`config.mk`:
```
export PLATFORM = sky130hd
export DESIGN_NAME = alu_multicycle
export DESIGN_NICKNAME = d
export VERILOG_FILES = /design/src/rtl/alu_multicycle.sv
export SDC_FILE = /design/constraint.sdc
export NUM_CORES = 1
export LEC_CHECK = 0
export CAP_MARGIN = 10
export CORE_ASPECT_RATIO = 1.4
export CORE_MARGIN = 2
export CORE_UTILIZATION = 55
export DETAILED_ROUTE_END_ITERATION = 10
export GPL_TIMING_DRIVEN = 0
export PLACE_DENSITY = 0.8
export SLEW_MARGIN = 10
export SYNTH_ARGS = -nofsm -noshare
export SYNTH_HDL_FRONTEND = slang
export SYNTH_SLANG_ARGS = --single-unit
```
`constraint.sdc`:
```
create_clock -name clk -period 2 [get_ports clk]
set_input_delay 0.4 -clock clk [delete_from_list [all_inputs] [get_ports clk]]
set_output_delay 0.4 -clock clk [all_outputs]
set_load 0.005 [all_outputs]
```
`src/rtl/alu_multicycle.sv`:
```
// Multi-cycle ALU: single-cycle logic/arith/compare ops, and bit-serial shifts
// that take one cycle per shift position. Valid/ready handshake on both sides.
module alu_multicycle #(
  parameter int DATA_WIDTH = 32
) (
  input  logic                  clk,
  input  logic                  rst_n,
  input  logic                  in_valid,
  output logic                  in_ready,
  input  logic [3:0]            Operation,
  input  logic [DATA_WIDTH-1:0] SrcA,
  input  logic [DATA_WIDTH-1:0] SrcB,
  output logic                  out_valid,
  input  logic                  out_ready,
  output logic [DATA_WIDTH-1:0] ALUResult,
  output logic                  BrTaken
);

  localparam logic [3:0] OP_AND = 4'b0000;
  localparam logic [3:0] OP_OR  = 4'b0001;
  localparam logic [3:0] OP_ADD = 4'b0010;
  localparam logic [3:0] OP_XOR = 4'b0011;
  localparam logic [3:0] OP_SUB = 4'b0100;
  localparam logic [3:0] OP_SLT = 4'b0101;
  localparam logic [3:0] OP_SLL = 4'b0110;
  localparam logic [3:0] OP_SRL = 4'b0111;
  localparam logic [3:0] OP_BEQ = 4'b1000;
  localparam logic [3:0] OP_SRA = 4'b1001;
  localparam logic [3:0] OP_BGE = 4'b1010;

  typedef enum logic [1:0] {
    IDLE  = 2'd0,
    SHIFT = 2'd1,
    DONE  = 2'd2
  } state_t;

  state_t                  state_q, state_d;
  logic [3:0]              op_q, op_d;
  logic [4:0]              cnt_q, cnt_d;
  logic [DATA_WIDTH-1:0]   res_q, res_d;
  logic                    br_q, br_d;

  logic [DATA_WIDTH-1:0]   alu_res;
  logic                    alu_br;
  logic                    is_shift;

  assign is_shift = (Operation == OP_SLL) || (Operation == OP_SRL) || (Operation == OP_SRA);

  // Single-cycle result for the operation on the inputs. Shift codes yield SrcA
  // unchanged: that is both the shamt=0 result and the working-register seed.
  // NOTE: every combinational output gets a default first so no path leaves it
  // unassigned, which would otherwise infer a latch.
  always_comb begin
    alu_res = '0;
    alu_br  = 1'b0;
    case (Operation)
      OP_AND: alu_res = SrcA & SrcB;
      OP_OR:  alu_res = SrcA | SrcB;
      OP_ADD: alu_res = SrcA + SrcB;
      OP_XOR: alu_res = SrcA ^ SrcB;
      OP_SUB: alu_res = SrcA - SrcB;
      OP_SLT: alu_br  = $signed(SrcA) < $signed(SrcB);
      OP_BEQ: alu_br  = (SrcA == SrcB);
      OP_BGE: alu_br  = $signed(SrcA) >= $signed(SrcB);
      OP_SLL, OP_SRL, OP_SRA: alu_res = SrcA;
      default: alu_res = '0;
    endcase
    if ((Operation == OP_SLT) || (Operation == OP_BEQ) || (Operation == OP_BGE)) begin
      alu_res = {{(DATA_WIDTH-1){1'b0}}, alu_br};
    end
  end

  always_comb begin
    state_d = state_q;
    op_d    = op_q;
    cnt_d   = cnt_q;
    res_d   = res_q;
    br_d    = br_q;
    case (state_q)
      IDLE: begin
        if (in_valid) begin
          op_d  = Operation;
          cnt_d = SrcB[4:0];
          res_d = alu_res;
          br_d  = alu_br;
          state_d = (is_shift && (SrcB[4:0] != 5'd0)) ? SHIFT : DONE;
        end
      end
      SHIFT: begin
        case (op_q)
          OP_SLL:  res_d = {res_q[DATA_WIDTH-2:0], 1'b0};
          OP_SRL:  res_d = {1'b0, res_q[DATA_WIDTH-1:1]};
          default: res_d = {res_q[DATA_WIDTH-1], res_q[DATA_WIDTH-1:1]};
        endcase
        cnt_d = cnt_q - 5'd1;
        if (cnt_q == 5'd1) begin
          state_d = DONE;
        end
      end
      DONE: begin
        if (out_ready) begin
          state_d = IDLE;
        end
      end
      default: state_d = IDLE;
    endcase
  end

  // NOTE: sequential state uses non-blocking assignments so every flop samples
  // the pre-edge values, independent of statement order.
  always_ff @(posedge clk or negedge rst_n) begin
    if (!rst_n) begin
      state_q <= IDLE;
      op_q    <= '0;
      cnt_q   <= '0;
      res_q   <= '0;
      br_q    <= 1'b0;
    end else begin
      state_q <= state_d;
      op_q    <= op_d;
      cnt_q   <= cnt_d;
      res_q   <= res_d;
      br_q    <= br_d;
    end
  end

  assign in_ready  = (state_q == IDLE);
  assign out_valid = (state_q == DONE);
  assign ALUResult = res_q;
  assign BrTaken   = br_q;

endmodule

```
==> flow_summary.yaml, run 1 <==
status:
  status: "stopped before the end"
  stop_stage: "5_1_grt"
  error: "[ERROR GRT-0116] Global routing finished with congestion. Check the congestion regions in the DRC Viewer."
synthesis:
  syn_nets: 1327
  yosysWarningCount: 0
  synthTopCellsByArea: "ha_1, dfrtp_1, a21oi_1"
  netlist_area_sq_mm: 0.008058
  synth-seq-cells: 44
  synth_top_area_frac: 0.1708
  yosysUniqueCellTypes: 80
  syn_inst: 1143
  syn_area_per_cell_sq_um: 7.050
  synthFlopType: "dfrtp_1"
  yosys.area.top_type: "ha_1"
  synth_seq_area_share: 0.1366
  ys_async_sr_fraction: 1.000
  synth_edf_count: 0
placement:
  port_buffers: 106
  gp_congestion: 0.9875
  dpl.hpwl_microns: 25520
floorplanning:
  dieHeight_microns: 147.2
  num_io_pins: 107
  rows: 52
  start_util: 0.5604
  die_x_microns: 106.3
global_routing:
  grt_max_degree: 37
  grt_overflow_total: 1
  grtUsageTotal: 0.5485
  grt_pass1_vias: 12040
  grt_pass1_wl_microns: 65730
cts:
  root_buffer: "clkbuf_16"
  cts.sinks: 44
  cts_buffer_depth: 2
  cts_buffers: 5
  htree_levels: 2
[synthesized netlist by cell type (6+ instances only)]
| cell | n |
|---|---|
| nand2_1 | 125 |
| ha_1 | 110 |
| a21oi_1 | 102 |
| inv_1 | 102 |
| nor2_1 | 100 |
| o21ai_0 | 78 |
| clkbuf_1 | 53 |
| dfrtp_1 | 44 |
| a221oi_1 | 32 |
| nor3_1 | 28 |
| o211ai_1 | 21 |
| xnor2_1 | 19 |
| a21o_1 | 18 |
| nand3_1 | 18 |
| mux2i_1 | 17 |
| nor2b_1 | 17 |
| a211oi_1 | 16 |
| a31oi_1 | 16 |
| o221ai_1 | 16 |
| o21a_1 | 15 |
| o31ai_1 | 13 |
| or3_1 | 11 |
| buf_2 | 10 |
| nand2b_1 | 10 |
| nand4_1 | 10 |
| nor4_1 | 9 |
| o21ai_1 | 9 |
| a221o_1 | 8 |
| o21bai_1 | 7 |
| nor3b_1 | 6 |
| o22ai_1 | 6 |
| or2_2 | 6 |
[cells by family after synthesis]
kind of cell             Yosys count  share of synthesized area
XOR/XNOR                          24                    0.02609
AND/OR/NAND/NOR                  360                     0.2059
multiplexers                      19                    0.02391
buffers and inverters            174                    0.08416
adder cells (fa/ha/maj)          112                     0.1758
AO/OA/AOI/OAI                    410                     0.3475
flip-flops                        44                     0.1366
[per-stage QoR]
step	setup WS, ns	instance area, sq um	hold WS (ns)	std cells	util
2_1_floorplan	-0.6795	8492	0.1044	1143	-
3_3_place_gp	-2.259	9789	0.4788	1438	0.6808
3_5_place_dp	-2.244	9804	0.2687	1439	0.6819
4_1_cts	-0.6967	12180	0.4401	1552	0.8468
[routing by layer]
layer  global-route usage  GRT overflow
met4               0.4717             1
met1               0.5745             0
met3               0.2449             0
met5              0.01299             0
met2               0.8276             0
[timing repair]
| item | CTS |
|---|---|
| hold buffers | 1 |
| resized for setup | 576 |
| setup buffers | 111 |
| hold endpoints to repair | 8 |
| cloned | 0 |
| pin swaps | 134 |
| endpoints found under the setup margin | 42 |
==> run 2: changes to the inputs <==
--- a/config.mk
+++ b/config.mk
@@ -6,12 +6,11 @@
 export NUM_CORES = 1
 export LEC_CHECK = 0
 export CAP_MARGIN = 10
-export CORE_ASPECT_RATIO = 1.4
 export CORE_MARGIN = 2
-export CORE_UTILIZATION = 55
+export CORE_UTILIZATION = 40
 export DETAILED_ROUTE_END_ITERATION = 10
 export GPL_TIMING_DRIVEN = 0
-export PLACE_DENSITY = 0.8
+export PLACE_DENSITY_LB_ADDON = 0.15
 export SLEW_MARGIN = 10
 export SYNTH_ARGS = -nofsm -noshare
 export SYNTH_HDL_FRONTEND = slang
==> run 2 against run 1 <==
Net effect:
- area after synthesis is the same
- synthesized cell count is the same
- the flow now finishes, with violations (negative hold slack, negative setup slack)
==> flow_summary.yaml, run 2 <==
status:
  status: "complete, but fails checks"
  failed_checks: "negative hold slack, negative setup slack"
run:
  maxCapViolCount: 0
timing:
  worst_slack_ns: -0.7592
  worst_pin_slew_ns: 0.8075
  clock_skew_ns: 0.007788
  hold_viol_final: 7
  rsz0062_at_grt: "yes"
  post-route-min-period_ns: 2.759
  whs_ns: -0.002338
  timing.final.crit_share: 1.380
  slew_headroom: 0.4597
  setup_viol: 30
  drv_slew: 0
  fmax_mhz: 362.4
floorplanning:
  start_util: 0.4113
  coreArea_sq_mm: 0.01959
  rows: 51
  num_io_pins: 107
  die_x_microns: 145.9
  dieHeight_microns: 145.9
  dieArea_sq_mm: 0.02130
synthesis:
  synth-compound-area-share: 0.3475
  netlist_area_sq_mm: 0.008058
  synth-seq-cells: 44
  yosysUniqueCellTypes: 80
  synth_edf_count: 0
  ys_async_sr_fraction: 1.000
  synthTopCellsByArea: "ha_1, dfrtp_1, a21oi_1"
  syn_area_per_cell_sq_um: 7.050
  yosysMostFrequentCell: "nand2_1"
  syn_inst: 1143
  synth.area.mux_share: 0.02391
  syn_nets: 1327
  yosysWarningCount: 0
  synthXorXnorAreaFrac: 0.02609
  synth_top_area_frac: 0.1708
  synthFlopType: "dfrtp_1"
  yosys.area.top_type: "ha_1"
  synth_seq_area_share: 0.1366
  yosys.area_share.simple: 0.2059
  synth_top_family_by_area: "compound AO/OA/AOI/OAI gates"
  synth-adder-area-share: 0.1758
  synthTopCellsByCount: "nand2_1, ha_1, a21oi_1, inv_1, nor2_1"
placement:
  dpl.hpwl_microns: 26490
  port_buffers: 106
  place_area_sq_mm: 0.009899
  gp_congestion: 0.9801
  placed_cells: 1515
worst_setup_path:
  worst-path-max-fanout: 5
  crit_chain: "buf_12, inv_12, ha_4, fa_2, nor3_4, nor3_4, o41ai_4, nor4_4, o31a_1, o21ba_4, nor3b_1, o21ai_1, a31oi_1"
  cp-end-kind: "flop"
  crit_family: "compound AO/OA/AOI/OAI gates"
  path_class: "input pin to flop"
  cp_common_cell: "nor3_4"
  cp.required_ns: 2.16
  r2r_cells: 7
  max_stage_delay_ns: 0.42
  rrSetupSlack_ns: -0.14
  critPathLaunchType: "input pin"
  r2r-end: "ALUResult[17]$_DFFE_PN0P_"
  rr_startpoint: "state_q[1]$_DFFE_PN0P_"
  cp-startpoint: "SrcA[0]"
  critPathSlowestCell: "o41ai_4"
  worstPathArrival_ns: 2.92
  worst-path-buf-inv: 2
detailed_routing:
  drtAntennaViolNets: 0
  vias: 10390
  wl_microns: 37440
  wire_per_inst_microns: 22.59
  drtIter0Drc: 1278
  drcViolationCount: 0
  firstDrtPassIters: 6
  routed_via_density: 6.272
power_and_ir_drop:
  comb_power_share: 0.659
  switchingPower_uw: 3857
  power.share.sequential: 0.227
  p_clk_frac: 0.114
  swShare: 0.4619
  p_int_uw: 4494
  vdd_drop_max_uv: 556.8
  power_leakage_uw: 0.005339
  powerDensity_mw_per_mm2: 653.9
cells_and_area:
  nFillCells: 1673
  fin_cells: 1657
  layout.nets: 1575
  utilization: 0.6518
  drive_above_1_share: 0.3757
  final-seq-area_sq_mm: 0.001102
  synthToLayoutAreaGrowth_pct: 58.48
  diodes: 0
  largest_register_ffs: 32
  final_area_sq_mm: 0.01277
  final_cell_mix: "buf_4, nand2_1, nor2_1, a21oi_1, ha_1"
  multi_input_area_sq_mm: 0.007863
  final_common_cell: "buf_4"
cts:
  ctsHoldBuffers: 0
  cts.sinks: 44
  cts_buffers: 5
  cts_tree: "yes"
  root_buffer: "clkbuf_16"
  clkTransAtPathRegs_ns: 0.07
  worstSkewPairLatency_ns: 0.29
  cts_buffer_depth: 2
  htree_levels: 2
global_routing:
  grt_pass1_vias: 9838
  grt_pass1_wl_microns: 56640
  antenna_found_initial: 0
  grtUsageTotal: 0.3360
  grt_max_degree: 34
  grt_overflow_total: 0
worst_hold_path:
  hp-class: "input pin to async pin"
run 2: cell type report:
cell class / instances / area share
clock inverter: 2 / 0.002743
clock buffer: 6 / 0.01009
sequential: 44 / 0.08632
tap: 265 / 0.02597
inverter: 104 / 0.03772
buffer: 59 / 0.04105
multi-input combinational: 925 / 0.6157
timing repair buffer: 252 / 0.1804
run 2: how the worst max path moves through the flow:
stage | end | slack, ns | cells after the start
2_1_floorplan | ALUResult[12]$_DFFE_PN0P_ | -0.68 | 12
3_3_place_gp | ALUResult[3]$_DFFE_PN0P_ | -2.40 | 9
3_5_place_dp | ALUResult[3]$_DFFE_PN0P_ | -2.37 | 9
4_1_cts | ALUResult[0]$_DFFE_PN0P_ | -0.71 | 13
5_1_grt | ALUResult[16]$_DFFE_PN0P_ | -0.85 | 13
6_report | ALUResult[28]$_DFFE_PN0P_ | -0.76 | 13
run 2: cell families (layout without fill, tap and decap cells):
family | Yosys count | after routing
compound gates | 410 | 410
simple gates | 360 | 360
buf+inv | 174 | 423
fa+ha+maj | 112 | 112
flops | 44 | 44
xor+xnor | 24 | 24
mux | 19 | 19
run 2: worst register-to-register path: stages, from the launching register on:
cell and delay [ns]:
dfrtp_2 0.50, nand2b_1 0.15, clkbuf_1 0.26, and2_1 0.34
nand2_1 0.35, nor2_1 0.24, o211ai_1 0.11, o311ai_1 0.09
run 2: through the flow:
step | total power, uW | TNS [ns] | setup WS [ns]
2_1_floorplan | 4270 | -12.25 | -0.6795
3_3_place_gp | 6162 | -107.49 | -2.403
3_5_place_dp | 6224 | -73.17 | -2.368
4_1_cts | 7890 | -15.33 | -0.7065
5_1_grt | 8779 | -19.64 | -0.8482
6_report | 8350 | -17.64 | -0.7592
run 2: layer usage:
| metal | global-route usage | share of wire |
|---|---|---|
| met2 | 0.5460 | 0.45 |
| met3 | 0.05893 | 0.10 |
| met5 | 0 | 0 |
| met4 | 0.1270 | 0.049 |
| met1 | 0.4449 | 0.40 |
run 2: what timing repair did:
item	CTS	global route
buffers inserted	106	40
pin swaps	123	116
gates resized for setup	523	142
setup endpoints to repair	42	35
cloned	1	0
run 2: power by group through the flow:
stage	registers [uW]	logic (uW)	clock network, uW
floorplan	1660	2610	0
global placement	1840	4320	0
detailed placement	1840	4380	0
CTS	1870	5080	941
global route	1920	5860	997
finish	1900	5500	949
Power figures use the tool's default switching activity.
==> run 3: changes to the inputs <==
--- a/config.mk
+++ b/config.mk
@@ -10,6 +10,7 @@
 export CORE_UTILIZATION = 40
 export DETAILED_ROUTE_END_ITERATION = 10
 export GPL_TIMING_DRIVEN = 0
+export MAX_ROUTING_LAYER = met4
 export PLACE_DENSITY_LB_ADDON = 0.15
 export SLEW_MARGIN = 10
 export SYNTH_ARGS = -nofsm -noshare
==> run 3 against run 2 <==
Net effect:
- the flow still finishes with violations (negative hold slack, negative setup slack)
- first-iteration DRC count down 19%
- via count down 0.72%
- final cell count down 0.18%
- sequential power about the same
- critical endpoint is now ALUResult[22]$_DFFE_PN0P_
- final area down 0.45%
- non-clock buffer count down 4
- die area unchanged
- clock power up 2.2%
- sequential share of layout area about the same
- largest cell class unchanged
==> flow_summary.yaml, run 3 (synthesized netlist as in run 2, its figures left out) <==
worst_setup_path:
  worstPathArrival_ns: 2.88
  rrSetupSlack_ns: -0.16
  rr_startpoint: "state_q[1]$_DFFE_PN0P_"
  cp.required_ns: 2.19
  critPathSlowestCell: "fa_2"
  critPathLaunchType: "input pin"
  cp-end-kind: "flop"
  worst-path-max-fanout: 3
  max_stage_delay_ns: 0.38
  r2r-end: "ALUResult[24]$_DFFE_PN0P_"
  path_class: "input pin to flop"
  r2r_cells: 6
  cp_common_cell: "buf_4"
  crit_chain: "buf_12, inv_12, ha_4, fa_2, nor3_4, buf_4, o31ai_4, a21oi_2, o21a_1, buf_4, o21ai_4, xnor2_1, nand2_1, o211ai_1, a221o_1"
worst_hold_path:
  hp-class: "input pin to async pin"
timing:
  rsz0062_at_grt: "yes"
  worst_pin_slew_ns: 0.8149
  setup_viol: 29
  timing.final.crit_share: 1.348
  post-route-min-period_ns: 2.696
  clock_skew_ns: 0.007444
  whs_ns: -0.001484
  slew_headroom: 0.4547
  worst_slack_ns: -0.6960
  drv_slew: 0
  fin_tns_setup_ns: -15.71
  fmax_mhz: 370.9
  hold_viol_final: 4
detailed_routing:
  wl_microns: 37690
  drtIter0Drc: 1039
  wl_met2_microns: 16940
  top_layer: "met4"
  drtAntennaViolNets: 0
  wire_per_inst_microns: 22.79
  wl_met1_microns: 15430
  drcViolationCount: 0
  routed_via_density: 6.238
  vias: 10320
  wl_met3_microns: 3744
  firstDrtPassIters: 6
global_routing:
  grt_overflow_total: 0
  grt_pass1_wl_microns: 56350
  grt_max_degree: 33
  antenna_found_initial: 0
  grtUsageTotal: 0.3456
  grt_pass1_vias: 9697
floorplanning:
  dieHeight_microns: 145.9
  dieArea_sq_mm: 0.02130
  die_x_microns: 145.9
  start_util: 0.4113
  coreArea_sq_mm: 0.01959
  num_io_pins: 107
  rows: 51
power_and_ir_drop:
  powerDensity_mw_per_mm2: 654.5
  vdd_drop_max_uv: 542.4
  p_total_uw: 8320
  power_leakage_uw: 0.005260
cells_and_area:
  utilization: 0.6489
  drive_above_1_share: 0.3708
  final_common_cell: "buf_4"
  final-seq-area_sq_mm: 0.001102
  final_cell_mix: "buf_4, nand2_1, nor2_1, a21oi_1, ha_1"
  diodes: 0
  multi_input_area_sq_mm: 0.007814
  largest_register_ffs: 32
  nFillCells: 1727
  layout.nets: 1572
  synthToLayoutAreaGrowth_pct: 57.76
cts:
  worstSkewPairLatency_ns: 0.30
  cts_buffer_depth: 2
  clkTransAtPathRegs_ns: 0.07
  cts_tree: "yes"
  cts_buffers: 5
  htree_levels: 2
  root_buffer: "clkbuf_16"
  cts.sinks: 44
placement:
  port_buffers: 106
  gp_congestion: 0.9947
  dpl.hpwl_microns: 26390
run:
  maxCapViolCount: 0
status:
  status: "complete, but fails checks"
  failed_checks: "negative hold slack, negative setup slack"
==> run 3: how the worst max path moves through the flow <==
stage / from / end / slack [ns] / cells after the start
finish: SrcA[0] / ALUResult[22]$_DFFE_PN0P_ / -0.70 / 15
global route: SrcA[28] / ALUResult[29]$_DFFE_PN0P_ / -0.78 / 10
detailed placement: Operation[0] / ALUResult[7]$_DFFE_PN0P_ / -2.30 / 10
global placement: Operation[0] / ALUResult[19]$_DFFE_PN0P_ / -2.33 / 8
floorplan: SrcA[0] / ALUResult[12]$_DFFE_PN0P_ / -0.68 / 12
CTS: SrcA[1] / ALUResult[19]$_DFFE_PN0P_ / -0.69 / 13
==> run 3: through the flow <==
stage,cell area (sq um),cells,setup slack [ns]
global placement,9884,1514,-2.331
detailed placement,9899,1515,-2.303
CTS,12020,1619,-0.6914
floorplan,8492,1143,-0.6795
global route,12710,1654,-0.7845
finish,12710,1654,-0.6960
==> run 3: cell type report <==
type | count | area share
sequential | 44 | 0.08671
buffer | 58 | 0.04183
timing repair buffer | 249 | 0.1792
clock inverter | 3 | 0.003346
multi-input combinational | 926 | 0.6147
tap | 265 | 0.02608
clock buffer | 5 | 0.009843
inverter | 104 | 0.03829
==> run 3: layer usage <==
metal,global-route usage,vias up
met5,-,-
met4,0.1338,0
met3,0.05956,133
met2,0.5290,631
met1,0.4542,4909
li1,-,4644
==> run 3: worst max-delay path, delay by kind of cell <==
| kind | cells | cell delay (ns) |
|---|---|---|
| adders and majority gates | 2 | 0.53 |
| buffers and inverters | 4 | 0.44 |
| and+or+nand+nor | 2 | 0.33 |
| xor gates and xnor gates | 1 | 0.14 |
| AOI/OAI and AO/OA | 6 | 1.03 |
==> run 3: report_power, final <==
group | leakage, uW | internal, uW | switching [uW] | total, uW
clock network | 0.0000798 | 588 | 382 | 970
registers | 0.000553 | 1310 | 587 | 1900
logic | 0.00463 | 2570 | 2880 | 5450
total | 0.00526 | 4470 | 3850 | 8320
==> run 3: what timing repair did <==
action                                  4_1_cts  5_1_grt
hold buffers                                  0        0
endpoints found under the setup margin       42       36
gates cloned                                  2        1
pin swaps                                   123      101
setup buffers                               103       42
resized for setup                           500      167
==> run 4: changes to the inputs <==
--- a/config.mk
+++ b/config.mk
@@ -6,8 +6,8 @@
 export NUM_CORES = 1
 export LEC_CHECK = 0
 export CAP_MARGIN = 10
-export CORE_MARGIN = 2
 export CORE_UTILIZATION = 40
+export CTS_BUF_LIST = sky130_fd_sc_hd__clkbuf_8
 export DETAILED_ROUTE_END_ITERATION = 10
 export GPL_TIMING_DRIVEN = 0
 export MAX_ROUTING_LAYER = met4
==> run 4 against run 3 <==
Net effect:
- the flow finishes with violations (negative setup slack)
- non-clock buffer count fell by 1
- clock-buffer cell count did not move
- maximum frequency fell by 0.52%
- largest power group unchanged
- sequential share of layout area fell by 0.13 points
- combinational power rose by 2%
- critical path depth fell by 1
- largest cell class unchanged
- worst setup slack got worse by 0.014 ns
- routed wire length fell by 0.24%
==> flow_summary.yaml, run 4 (synthesized netlist as in run 2, its figures left out) <==
cts:
  clkTransAtPathRegs_ns: 0.10
  cts.sinks: 44
  worstSkewPairLatency_ns: 0.31
  cts_buffers: 5
  htree_levels: 2
  root_buffer: "clkbuf_8"
  cts_buffer_depth: 2
  cts_tree: "yes"
worst_setup_path:
  r2r-end: "ALUResult[20]$_DFFE_PN0P_"
  worst-path-buf-inv: 4
  cp.required_ns: 2.18
  crit_family: "compound AO/OA/AOI/OAI gates"
  worst-path-max-fanout: 4
  critPathLaunchType: "input pin"
  rrSetupSlack_ns: -0.12
  crit_chain: "buf_8, inv_4, ha_4, buf_8, a21o_1, a311o_1, a211oi_4, o211ai_1, buf_4, a31oi_4, nor2_2, xor2_1, a221oi_2, a21oi_1"
  r2r_cells: 8
  max_stage_delay_ns: 0.37
  worstPathArrival_ns: 2.89
  cp_common_cell: "buf_8"
  path_class: "input pin to flop"
  rr_startpoint: "state_q[1]$_DFFE_PN0P_"
  critPathSlowestCell: "a211oi_4"
  cp-end-kind: "flop"
  worstSetupPathDepth: 14
  cp-startpoint: "SrcA[8]"
  critPathCapture: "ALUResult[27]$_DFFE_PN0P_"
worst_hold_path:
  hp-class: "input pin to flop"
cells_and_area:
  nFillCells: 1643
  largest_register_ffs: 32
  final_common_cell: "buf_4"
  final_cell_mix: "buf_4, nand2_1, nor2_1, a21oi_1, ha_1"
  fin_cells: 1653
  synthToLayoutAreaGrowth_pct: 60.17
  layout.nets: 1570
  drive_above_1_share: 0.3814
  final_area_sq_mm: 0.01291
  utilization: 0.6588
detailed_routing:
  vias: 10520
  drtAntennaViolNets: 0
  drtIter0Drc: 1031
  routed_via_density: 6.367
  wire_per_inst_microns: 22.75
  firstDrtPassIters: 6
  drcViolationCount: 0
  wl_microns: 37600
timing:
  fin_tns_setup_ns: -15.01
  rsz0062_at_grt: "yes"
  fmax_mhz: 369.0
  post-route-min-period_ns: 2.710
  worst_pin_slew_ns: 0.8671
  hold_viol_final: 0
  drv_slew: 0
  slew_headroom: 0.4198
  clock_skew_ns: 0.01242
  setup_viol: 29
  worst_slack_ns: -0.7101
  timing.final.crit_share: 1.355
global_routing:
  gr-usage-met2: 0.5568
  grtUsageTotal: 0.3662
  antenna_found_initial: 1
  grt_overflow_total: 0
  grt_pass1_wl_microns: 55630
  grt_max_degree: 33
  use_met3: 0.04965
  grt_pass1_vias: 9718
  grt.met1_usage: 0.4785
  busiest_layer: "met2"
placement:
  place_area_sq_mm: 0.009899
  placed_cells: 1515
  port_buffers: 106
  dpl.hpwl_microns: 26180
  gp_congestion: 0.9644
  pre_cts_ws_ns: -2.182
power_and_ir_drop:
  vdd_drop_max_uv: 530.3
  power_leakage_uw: 0.005331
  powerDensity_mw_per_mm2: 631.0
floorplanning:
  rows: 51
  die_x_microns: 143.9
  start_util: 0.4113
  dieArea_sq_mm: 0.02072
  dieHeight_microns: 143.9
  num_io_pins: 107
  coreArea_sq_mm: 0.01959
status:
  status: "complete, but fails checks"
  failed_checks: "negative setup slack"
run:
  maxCapViolCount: 0
run 4: cell types whose count changed in the layout (fill, tap and decap cells not counted), sizes merged:
cell,previous run,this run
clkdlybuf4s50,46,44
clkinvlp,2,1
clkdlybuf4s15,2,8
bufbuf,0,1
a22o,3,2
dlygate4sd3,0,1
clkbuf,61,50
inv,103,104
dlygate4sd2,11,10
dlymetal6s2s,1,4
diode,0,1
buf,191,193
run 4: worst min-delay path by stage:
| stage | start | to | depth (start not counted) |
|---|---|---|---|
| after floorplan | rst_n | ALUResult[0]$_DFFE_PN0P_ | 0 |
| after global placement | op_q[0]$_DFFE_PN0P_ | op_q[0]$_DFFE_PN0P_ | 2 |
| after detailed placement | rst_n | cnt_q[4]$_DFFE_PN0P_ | 1 |
| after CTS | SrcB[4] | cnt_q[4]$_DFFE_PN0P_ | 3 |
| after global routing | SrcB[0] | cnt_q[0]$_DFFE_PN0P_ | 3 |
| final | SrcB[4] | cnt_q[4]$_DFFE_PN0P_ | 3 |
run 4: per-stage QoR:
step | total power [uW] | hold slack (ns)
after floorplan | 4270 | 0.1044
after global placement | 6150 | 0.4803
after detailed placement | 6188 | 0.3181
after CTS | 7622 | 0.4060
after global routing | 8576 | 0.4106
final | 8143 | 0.4001
run 4: cell type report:
cell class / instances / area [sq um] / share of cell area
antenna: 1 / 2.502 / 0.0001939
clock inverter: 3 / 38.79 / 0.003005
clock buffer: 5 / 68.82 / 0.005332
timing repair buffer: 248 / 2346 / 0.1818
sequential: 44 / 1102 / 0.08541
tap: 265 / 331.6 / 0.02569
buffer: 58 / 513.0 / 0.03975
inverter: 104 / 486.7 / 0.03771
multi-input combinational: 925 / 8016 / 0.6211
run 4: what timing repair did:
action | CTS | global route
cloned | 3 | 0
pin swaps | 140 | 109
resized for setup | 552 | 155
endpoints found under the setup margin | 42 | 35
setup buffers | 111 | 34
hold endpoints to repair | 5 | 0
hold buffers | 1 | 0
run 4: power breakdown:
| group | total [uW] | switching (uW) | internal [uW] | leakage (uW) |
|---|---|---|---|---|
| Combinational | 5550 | 2930 | 2630 | 0.00472 |
| Clock | 706 | 339 | 367 | 0.0000593 |
| Sequential | 1890 | 578 | 1310 | 0.000553 |
run 4: tightest hold or removal path: stages:
cell and delay, ns:
buf_8 0.09, a32oi_1 0.05, o21ai_0 0.13
run 4: per-layer routing:
| layer | routed length, microns | vias up |
|---|---|---|
| met5 | 0 | - |
| met4 | 2134 | 0 |
| met3 | 4027 | 176 |
| met2 | 16580 | 723 |
| met1 | 14860 | 4988 |
| li1 | - | 4637 |
